--- config.mk ---
export PLATFORM = sky130hd
export DESIGN_NAME = md_unit_param_flat
export DESIGN_NICKNAME = d
export VERILOG_FILES = /design/src/rtl/md_unit_param_if.sv /design/src/rtl/md_unit_param.sv /design/src/flat_wrapper.sv
export SDC_FILE = /design/constraint.sdc
export NUM_CORES = 2
export LEC_CHECK = 0
export CORE_ASPECT_RATIO = 1.4
export CORE_MARGIN = 3
export CORE_UTILIZATION = 59
export CTS_CLUSTER_DIAMETER = 200
export DETAILED_ROUTE_END_ITERATION = 10
export DONT_BUFFER_PORTS = 1
export PLACE_DENSITY = 0.72
export SLEW_MARGIN = 10
export SYNTH_ARGS = -nofsm -noshare
export SYNTH_HDL_FRONTEND = slang
export SYNTH_SLANG_ARGS = --single-unit
--- constraint.sdc ---
create_clock -name Clk -period 5.4 [get_ports Clk]
set_clock_uncertainty 0.1 [all_clocks]
set_input_delay 0.54 -clock Clk [delete_from_list [all_inputs] [get_ports Clk]]
set_output_delay 0.54 -clock Clk [all_outputs]
set_load 0.05 [all_outputs]
--- src/rtl/md_unit_param_if.sv ---
// Operand/result bundle between the EX stage and the multiply/divide unit.
// The master drives operands and the opcode; the slave returns status and HI/LO.
interface md_unit_param_if #(parameter int WIDTH = 32);
  logic [WIDTH-1:0] D1;
  logic [WIDTH-1:0] D2;
  logic [3:0]       MDop;
  logic             Flush;
  logic             start;
  logic             busy;
  logic             div0;
  logic [WIDTH-1:0] HI;
  logic [WIDTH-1:0] LO;

  modport master (output D1, D2, MDop, Flush, input start, busy, div0, HI, LO);
  modport slave  (input D1, D2, MDop, Flush, output start, busy, div0, HI, LO);
endinterface

--- src/rtl/md_unit_param.sv ---
// Multiply/divide unit owning HI/LO: fixed-latency multiply(-accumulate),
// iterative restoring divide with sign fix-up, and flush abort.
module md_unit_param #(
  parameter int WIDTH   = 32,
  parameter int MUL_LAT = 5
) (
  input logic             Clk,
  input logic             Reset,
  md_unit_param_if.slave  bus
);

  localparam int CMAX  = (MUL_LAT > WIDTH) ? MUL_LAT : WIDTH;
  localparam int CNT_W = $clog2(CMAX + 1);

  typedef enum logic [1:0] {IDLE = 2'd0, MUL = 2'd1, DIV = 2'd2, DFIX = 2'd3} state_t;

  state_t                 state_r, state_s;
  logic [WIDTH-1:0]       hi_r, hi_s, lo_r, lo_s;
  logic                   busy_r, busy_s, div0_r, div0_s;
  logic [CNT_W-1:0]       cnt_r, cnt_s;
  logic [2*WIDTH-1:0]     acc_r, acc_s;
  logic [WIDTH-1:0]       quo_r, quo_s, rem_r, rem_s, dvs_r, dvs_s;
  logic                   neg_q_r, neg_q_s, neg_r_r, neg_r_s;
  logic [2*WIDTH-1:0]     ext1_s, ext2_s, prod_s, mul_res_s;
  logic [WIDTH:0]         rem_shift_s, diff_s;
  logic                   mul_signed_s, div_signed_s;

  function automatic logic [WIDTH-1:0] mag(input logic [WIDTH-1:0] v, input logic sgn);
    if (sgn && v[WIDTH-1]) begin
      return WIDTH'(0) - v;
    end else begin
      return v;
    end
  endfunction

  assign bus.start = (bus.MDop >= 4'd3) && (bus.MDop <= 4'd10);
  assign bus.busy  = busy_r;
  assign bus.div0  = div0_r;
  assign bus.HI    = hi_r;
  assign bus.LO    = lo_r;

  // Product: sign- or zero-extend to 2*WIDTH so one unsigned multiply covers both.
  always_comb begin
    mul_signed_s = (bus.MDop == 4'd3) || (bus.MDop == 4'd7) || (bus.MDop == 4'd9);
    div_signed_s = (bus.MDop == 4'd5);
    ext1_s = mul_signed_s ? {{WIDTH{bus.D1[WIDTH-1]}}, bus.D1} : {{WIDTH{1'b0}}, bus.D1};
    ext2_s = mul_signed_s ? {{WIDTH{bus.D2[WIDTH-1]}}, bus.D2} : {{WIDTH{1'b0}}, bus.D2};
    prod_s = ext1_s * ext2_s;
    case (bus.MDop)
      4'd7, 4'd8:  mul_res_s = {hi_r, lo_r} + prod_s;
      4'd9, 4'd10: mul_res_s = {hi_r, lo_r} - prod_s;
      default:     mul_res_s = prod_s;
    endcase
    rem_shift_s = {rem_r, quo_r[WIDTH-1]};
    diff_s      = rem_shift_s - {1'b0, dvs_r};
  end

  // Next-state and datapath updates for the IDLE/MUL/DIV/DFIX sequencer.
  always_comb begin
    state_s = state_r;
    hi_s    = hi_r;
    lo_s    = lo_r;
    busy_s  = busy_r;
    div0_s  = 1'b0;
    cnt_s   = cnt_r;
    acc_s   = acc_r;
    quo_s   = quo_r;
    rem_s   = rem_r;
    dvs_s   = dvs_r;
    neg_q_s = neg_q_r;
    neg_r_s = neg_r_r;
    if (bus.Flush) begin
      state_s = IDLE;
      busy_s  = 1'b0;
    end else begin
      case (state_r)
        IDLE: begin
          case (bus.MDop)
            4'd1: hi_s = bus.D1;
            4'd2: lo_s = bus.D1;
            4'd3, 4'd4, 4'd7, 4'd8, 4'd9, 4'd10: begin
              acc_s   = mul_res_s;
              cnt_s   = CNT_W'(MUL_LAT - 1);
              busy_s  = 1'b1;
              state_s = MUL;
            end
            4'd5, 4'd6: begin
              if (bus.D2 == '0) begin
                div0_s = 1'b1;
              end else begin
                quo_s   = mag(bus.D1, div_signed_s);
                dvs_s   = mag(bus.D2, div_signed_s);
                rem_s   = '0;
                neg_q_s = div_signed_s & (bus.D1[WIDTH-1] ^ bus.D2[WIDTH-1]);
                neg_r_s = div_signed_s & bus.D1[WIDTH-1];
                cnt_s   = CNT_W'(WIDTH - 1);
                busy_s  = 1'b1;
                state_s = DIV;
              end
            end
            default: state_s = IDLE;
          endcase
        end
        MUL: begin
          if (cnt_r == '0) begin
            {hi_s, lo_s} = acc_r;
            busy_s       = 1'b0;
            state_s      = IDLE;
          end else begin
            cnt_s = cnt_r - CNT_W'(1);
          end
        end
        DIV: begin
          // Restore on borrow: keep the shifted remainder and shift in a zero.
          if (diff_s[WIDTH]) begin
            rem_s = rem_shift_s[WIDTH-1:0];
            quo_s = {quo_r[WIDTH-2:0], 1'b0};
          end else begin
            rem_s = diff_s[WIDTH-1:0];
            quo_s = {quo_r[WIDTH-2:0], 1'b1};
          end
          if (cnt_r == '0) begin
            state_s = DFIX;
          end else begin
            cnt_s = cnt_r - CNT_W'(1);
          end
        end
        DFIX: begin
          lo_s    = neg_q_r ? (WIDTH'(0) - quo_r) : quo_r;
          hi_s    = neg_r_r ? (WIDTH'(0) - rem_r) : rem_r;
          busy_s  = 1'b0;
          state_s = IDLE;
        end
        default: begin
          busy_s  = 1'b0;
          state_s = IDLE;
        end
      endcase
    end
  end

  // State and datapath registers.
  always_ff @(posedge Clk or negedge Reset) begin
    if (!Reset) begin
      state_r <= IDLE;
      hi_r    <= '0;
      lo_r    <= '0;
      busy_r  <= 1'b0;
      div0_r  <= 1'b0;
      cnt_r   <= '0;
      acc_r   <= '0;
      quo_r   <= '0;
      rem_r   <= '0;
      dvs_r   <= '0;
      neg_q_r <= 1'b0;
      neg_r_r <= 1'b0;
    end else begin
      state_r <= state_s;
      hi_r    <= hi_s;
      lo_r    <= lo_s;
      busy_r  <= busy_s;
      div0_r  <= div0_s;
      cnt_r   <= cnt_s;
      acc_r   <= acc_s;
      quo_r   <= quo_s;
      rem_r   <= rem_s;
      dvs_r   <= dvs_s;
      neg_q_r <= neg_q_s;
      neg_r_r <= neg_r_s;
    end
  end

endmodule

--- src/flat_wrapper.sv ---
// flat-port wrapper written by rule: the top's interface ports become plain ports
module md_unit_param_flat 
#(
  parameter int WIDTH   = 32,
  parameter int MUL_LAT = 5
)
  (Clk, Reset, bus_D1, bus_D2, bus_MDop, bus_Flush, bus_start, bus_busy, bus_div0, bus_HI, bus_LO);
  md_unit_param_if #(.WIDTH(WIDTH)) bus_i ();
  input logic Clk;
  input logic Reset;
  input wire logic [$bits(bus_i.D1)-1:0] bus_D1;
  input wire logic [$bits(bus_i.D2)-1:0] bus_D2;
  input wire logic [$bits(bus_i.MDop)-1:0] bus_MDop;
  input wire logic [$bits(bus_i.Flush)-1:0] bus_Flush;
  output wire logic [$bits(bus_i.start)-1:0] bus_start;
  output wire logic [$bits(bus_i.busy)-1:0] bus_busy;
  output wire logic [$bits(bus_i.div0)-1:0] bus_div0;
  output wire logic [$bits(bus_i.HI)-1:0] bus_HI;
  output wire logic [$bits(bus_i.LO)-1:0] bus_LO;
  assign bus_i.D1 = bus_D1;
  assign bus_i.D2 = bus_D2;
  assign bus_i.MDop = bus_MDop;
  assign bus_i.Flush = bus_Flush;
  assign bus_start = bus_i.start;
  assign bus_busy = bus_i.busy;
  assign bus_div0 = bus_i.div0;
  assign bus_HI = bus_i.HI;
  assign bus_LO = bus_i.LO;
  md_unit_param #(.WIDTH(WIDTH), .MUL_LAT(MUL_LAT)) u_core (.Clk(Clk), .Reset(Reset), .bus(bus_i));
endmodule
## Yosys cells after proc, flatten, opt, wreduce, memory -nomap -nowiden

Cells that the tools add are included.

- Input port bits: 71
- Bits in registers: 236
- Output and inout port bits: 67

- $mul: 1
- Equality and inequality tests: 26
- Bitwise logic cells: 5
- Add/sub/neg operators: 8
- Muxes and demuxes: 40
- Reductions and logical operators: 26
- $lt $le $gt $ge: 2

Operators by type and width:

| kind | count |
|---|---|
| two-way mux 32 bit | 13 |
| one-hot mux 32 bit (3 select lines) | 2 |
| two-way mux 64 bit | 2 |
| one-hot mux 32 bit (2 select lines) | 2 |
| one-hot mux 64 bit (2 select lines) | 1 |
| subtractor 1 x 32 -> 32 bit (first input constant) | 4 |
| adder 64 bit | 1 |
| multiplier 64 x 64 -> 64 bit | 1 |
| subtractor 64 bit | 1 |
| subtractor 33 x 32 -> 33 bit | 1 |
| logical NOT 32 bit | 1 |
| one-hot mux 6 bit (2 select lines) | 2 |
| AND reduction 4 bit | 6 |
| == test 4 x 3 -> 1 bit (second input constant) | 4 |
| == test 4 bit (second input constant) | 3 |
| two-way mux 6 bit | 2 |
| inequality test 2 bit (second input constant) | 5 |
| OR reduction 2 bit | 5 |
| inequality test 3 bit (second input constant) | 3 |
| == test 4 x 2 -> 1 bit (second input constant) | 2 |
| two-way mux 1 bit | 8 |
| two-way mux 2 bit | 4 |
| inequality test 4 bit (second input constant) | 2 |
| one-hot mux 2 bit (4 select lines) | 1 |
| other kinds (24) | 32 |

## Logic depth before layout (Yosys ltp)

- Depth in word-level cells: 7
- Mapped depth: 53
- Mapped depth without buffers: 50

## Worst setup path before layout

Ideal clock, no wire load.

- Path kind: in2reg
- Start: input port bus_MDop[3]
- End: register u_core.acc_r[62]
- Required time: 5.217 ns
- Path slack: -7.526 ns
- Path buffers: 3
- Stages: 49
- Arrival time: 12.743 ns
- Cells stage by stage: clkbuf_1 > nand2b_1 > mux2i_1 > and3_1 > clkbuf_1 > clkbuf_1 > nand2_1 > fa_1 > inv_1 > fa_1 > fa_1 > fa_1 > inv_1 > fa_1 > inv_1 > fa_1 > fa_1 > fa_1 > [... 13 more ...] > nand2_1 > or4b_1 > nor3_1 > nor2_1 > xnor2_1 > ha_1 > a21o_1 > a21o_1 > a21o_1 > a21o_1 > a21o_1 > a21o_1 > nor4b_1 > a21oi_1 > nand2b_1 > mux2i_1 > o22ai_1 > o21ai_0

- Longest elaborated chain between the ends: 7
- Elaborated cells between the ends (all ways): 18
- Classes of those cells: add/sub (2); mul (1); eq/ne (6); mux (3); reduce/logical (6)

Ends and longest elaborated chain:

| what | RTL line | RTL |
|---|---|---|
| from (decl) | flat_wrapper.sv:13 | `input wire logic [$bits(bus_i.MDop)-1:0] bus_MDop;` |
| == test 4 x 2 -> 1 bit / == test 4 x 3 -> 1 bit (equally long branches) | md_unit_param.sv:44, md_unit_param.sv:78, md_unit_param.sv:49 |  |
| logical OR 1 bit (2 in a row) | md_unit_param.sv:44 | `mul_signed_s = (bus.MDop == 4'd3) \|\| (bus.MDop == 4'd7) \|\| (bus.MDop == 4'd9);` |
| two-way mux 64 bit (on tied branches) | md_unit_param.sv:46, md_unit_param.sv:47 |  |
| multiplier 64 x 64 -> 64 bit | md_unit_param.sv:48 | `prod_s = ext1_s * ext2_s;` |
| subtractor 64 bit / adder 64 bit (equally long branches) | md_unit_param.sv:51, md_unit_param.sv:50 |  |
| one-hot mux 64 bit (2 select lines) | md_unit_param.sv:49 | `case (bus.MDop)` |
| to (signal assigned) | md_unit_param.sv:164 | `acc_r <= acc_s;` |
| to (decl) | md_unit_param.sv:21 | `logic [2*WIDTH-1:0] acc_r, acc_s;` |

Several ways; a longest one is shown, not always the timed one.
A chain may end at the register's enable or synchronous reset.

## Worst setup path in the final report

- Start: input port bus_MDop[2]
- End: register u_core.acc_r[63]

Same word-level chain as after synthesis.

==> results list <==
- Status: finished with violations
- Last weighted congestion value of the routability-driven placer: approximately 1
- fa_1 takes more of the synthesized area than any other cell.
- RSZ-0062 raised after global routing: true
- CTS Root Cell: clkbuf_16
* Final setup margin: -6215 ps
- Buffers inserted during clock tree synthesis total 21.
- The path class of the tightest hold or removal check is primary input to asynchronous set/reset pin.
- Failing checks: negative hold slack, negative setup slack
- Measured against its own limit, the worst slew margin works out to 0.3108.
* Startpoint-to-endpoint class of the critical path: primary input to flop
* Most used standard cell by instance count after synthesis: inv_1
* Max frequency: 86.10 MHz
- The first detailed-routing pass ran for 9 iterations.
- Initial antenna violation count: 14
- After detailed routing, the average wire length per cell comes to 23.46 µm.
- GRT met3 Usage: 0.1028
* Portion of the clock cycle consumed by the worst path in the final layout: 2.151
- Die Outline Area: 0.1198 mm²
* Arrival @ worst endpoint: between 10000 and 15000 ps
- The number of global-route vias before repair is 62970.
- Post-synth top cells: 1663 x inv_1, 1426 x fa_1, 1166 x nand2_1, 409 x ha_1, 372 x clkbuf_1
- Via density per instance: ~5.8
* Main flop type after synthesis: dfrtp_1
- TritonCTS built the clock tree.
* Top post-synthesis cells by area: fa_1 42%, inv_1 9.2%, dfrtp_1 8.7%
- The Yosys step of the flow raised 0 warnings.
- Wire length of the first global-routing pass: between 300000 and 400000 µm
- Max-cap viol count: 0
* Post-layout minimum cycle time: 11610 ps
- Global-route met2 utilization: 0.6506
* Post-synth EDFFs: 0
- For this run, global-route usage on met1 was measured as 0.4714.
- For this run, the register share of the synthesized area comes to 0.08658.
- Clock latency on the worst-skew pair, taken at its later pin, is 570 ps.
- Row generation in the floorplan step produced 147 rows.
* Count of clock tree sinks: 236
* Number of fill cells in the layout: 9031
- Input/output buffers: 0
- # H-tree levels: 1
- Transition at the pin with the smallest max-transition slack: 1034 ps
* Worst-case hold slack: -424.3 ps
- Of all flip-flops after synthesis, the portion carrying an async set or reset was 1.000.
- Of the cells placed in the final design, the portion with a size suffix greater than 1 is 0.1864.
- Cts hold-fix bufs: 1
* CP most frequent cell: fa_1
- Congestion Overflow GR: 0
- The final max-slew violation count is 0.
- Flip-flop and latch count after synthesis: around 240
- The floorplan step set the die height to between 400 and 500 µm.
- Area of the multi-input gates: ~0.058 mm²
- In this run the worst path has a maximum fanout of 8.
* Final Setup Violations: 57
- Among all stages on the critical path, the largest delay is contributed by fa_2.
- The worst setup path is launched from a primary input.
- Synthesized netlist net count: 9788
* Largest net degree at the start of global routing: 237
- Number of standard cells after synthesis: 7882
* DRC marker count from the first detailed-route iteration: 4428
* Slowest Stage Delay on Critical Path: between 600 and 700 ps
- The share of synthesized area in the top cell type comes to 0.4185.
- The number of different library cells used by synthesis comes to 84.
- Post-detailed-routing wire length: 234200 µm
* Endpoint type of the worst setup path: flop
- Flip-flop and latch area: 0.005906 mm²
- The final hold violation count came to approximately 240.
- At the end of the flow, the number of nets in the layout was 10370.
- The detail route stage leaves a number of antenna-violating nets equal to 0.
- Die Width: 293.4 µm
- Via Count: between 50000 and 60000
- Standard cell core area: 0.1148 mm²
- At the worst endpoint, the required time is 5740 ps.
- The clock passes through at most 3 buffers.
- Summed over all nets, the half-perimeter wirelength after detailed placement is around 180000 µm.
- After detailed routing, the number of remaining DRC violations is 0.
- Overall routing resource usage: 0.3970
- After clock tree synthesis, the clock-pin slew on the worst setup and hold paths is 80 ps.
* Initial core utilization: 0.5943
- Num ports: 138
- The area growth from synthesis to layout is 18.40%.
* Mapped Avg Cell Area: around 8.7 µm²
- The global routing stage identified its most utilized layer as met2.
- Post-synthesis instance area: 0.06821 mm²
## sequential cells by signal, summed over array words and instances (netlist names)
signal           count
u_core.neg_r_r       1
u_core.bus.busy      1
u_core.neg_q_r       1
u_core.acc_r        64
u_core.state_r       2
u_core.cnt_r         6
u_core.rem_r        32
u_core.dvs_r        32
u_core.quo_r        32
u_core.bus.HI       32
u_core.bus.div0      1
u_core.bus.LO       32
## cells by family after synthesis
logic type,Yosys count,share of synthesized area
AND/OR/NAND/NOR,2180,0.1478
multiplexers,41,0.006127
XOR/XNOR,363,0.04672
adder cells (fa/ha/maj),1838,0.4940
buffers and inverters,2089,0.1150
flip-flops,236,0.08658
AO/OA/AOI/OAI,1135,0.1038
## worst paths after layout
path / start / to / slack (ps) / cells after the start
min in group Clk: bus_D2[0] / u_core.dvs_r[0] / 60 / 1
hold / removal: Reset / u_core.acc_r[62] / -420 / 0
max in group asynchronous: Reset / u_core.bus.LO[13] / 4970 / 0
hold reg to reg: u_core.acc_r[2] / u_core.acc_r[2] / 390 / 2
setup / recovery: bus_MDop[2] / u_core.acc_r[63] / -6210 / 48
setup reg to reg: u_core.quo_r[31] / u_core.rem_r[1] / 640 / 18
## layout by cell type (no fill, tap or decap), types with 34 or more instances in the layout
cell type,Yosys,routed
ha_1,409,352
o21ai_1,7,74
nand3_1,54,40
inv_2,0,34
nor2_1,270,241
o21a_1,36,34
buf_6,0,96
a21oi_1,300,231
a21oi_2,0,59
fa_1,1426,1401
dfrtp_1,236,236
and2_1,364,340
nand2_1,1166,1127
ha_4,0,51
buf_4,1,876
a21o_1,94,93
nor3_1,65,48
o21ai_0,354,254
xor2_1,110,95
xnor2_1,252,218
o31ai_1,45,37
a22o_1,52,52
inv_1,1663,1624
## stage by stage
stage / util / area (µm²) / TNS (ps) / instances / worst slack (ps)
after global routing: 0.7035 / 80740 / -263410 / 9975 / -6592
after floorplan: - / 70020 / -243420 / 7882 / -6317
after global placement: 0.6662 / 76460 / -275370 / 9832 / -6649
after detailed placement: 0.6662 / 76460 / -281220 / 9832 / -6961
after CTS: 0.6905 / 79250 / -239010 / 9931 / -6027
final: 0.7037 / 80770 / -246080 / 9983 / -6215
## final cells by class
class	count	area share
inverters	1663	0.07746
repair buffers	987	0.09865
clock buffers	25	0.007188
clock inverters	13	0.002881
multi-input cells	5557	0.7172
flip-flops and latches	236	0.07312
well taps	1490	0.02308
diodes	12	0.0003718
## critical path: cells and delay by family
kind | cells | cell delay, ps
fa+ha+maj | 12 | 5660
simple gates | 14 | 2300
compound gates | 10 | 2150
buf+inv | 9 | 840
xor+xnor | 2 | 240
mux | 1 | 150
## what timing repair did
| item | in CTS | in global routing |
|---|---|---|
| pin swaps | 155 | 220 |
| endpoints found under the hold margin | 239 | 236 |
| gates cloned | 2 | 0 |
| buffers inserted | 61 | 58 |
| gates resized for setup | 317 | 257 |
| endpoints found under the setup margin | 57 | 57 |
## layer usage
| metal | routed length [µm] | vias to the layer above |
|---|---|---|
| li1 | - | 25270 |
| met1 | 82030 | 29080 |
| met2 | 109800 | 2868 |
| met3 | 25070 | 916 |
| met4 | 17250 | 8 |
| met5 | 58 | - |
Power is left out: the tool's default activity adds up to more than one toggle a clock period on the data nets, which glitch-free logic cannot reach.
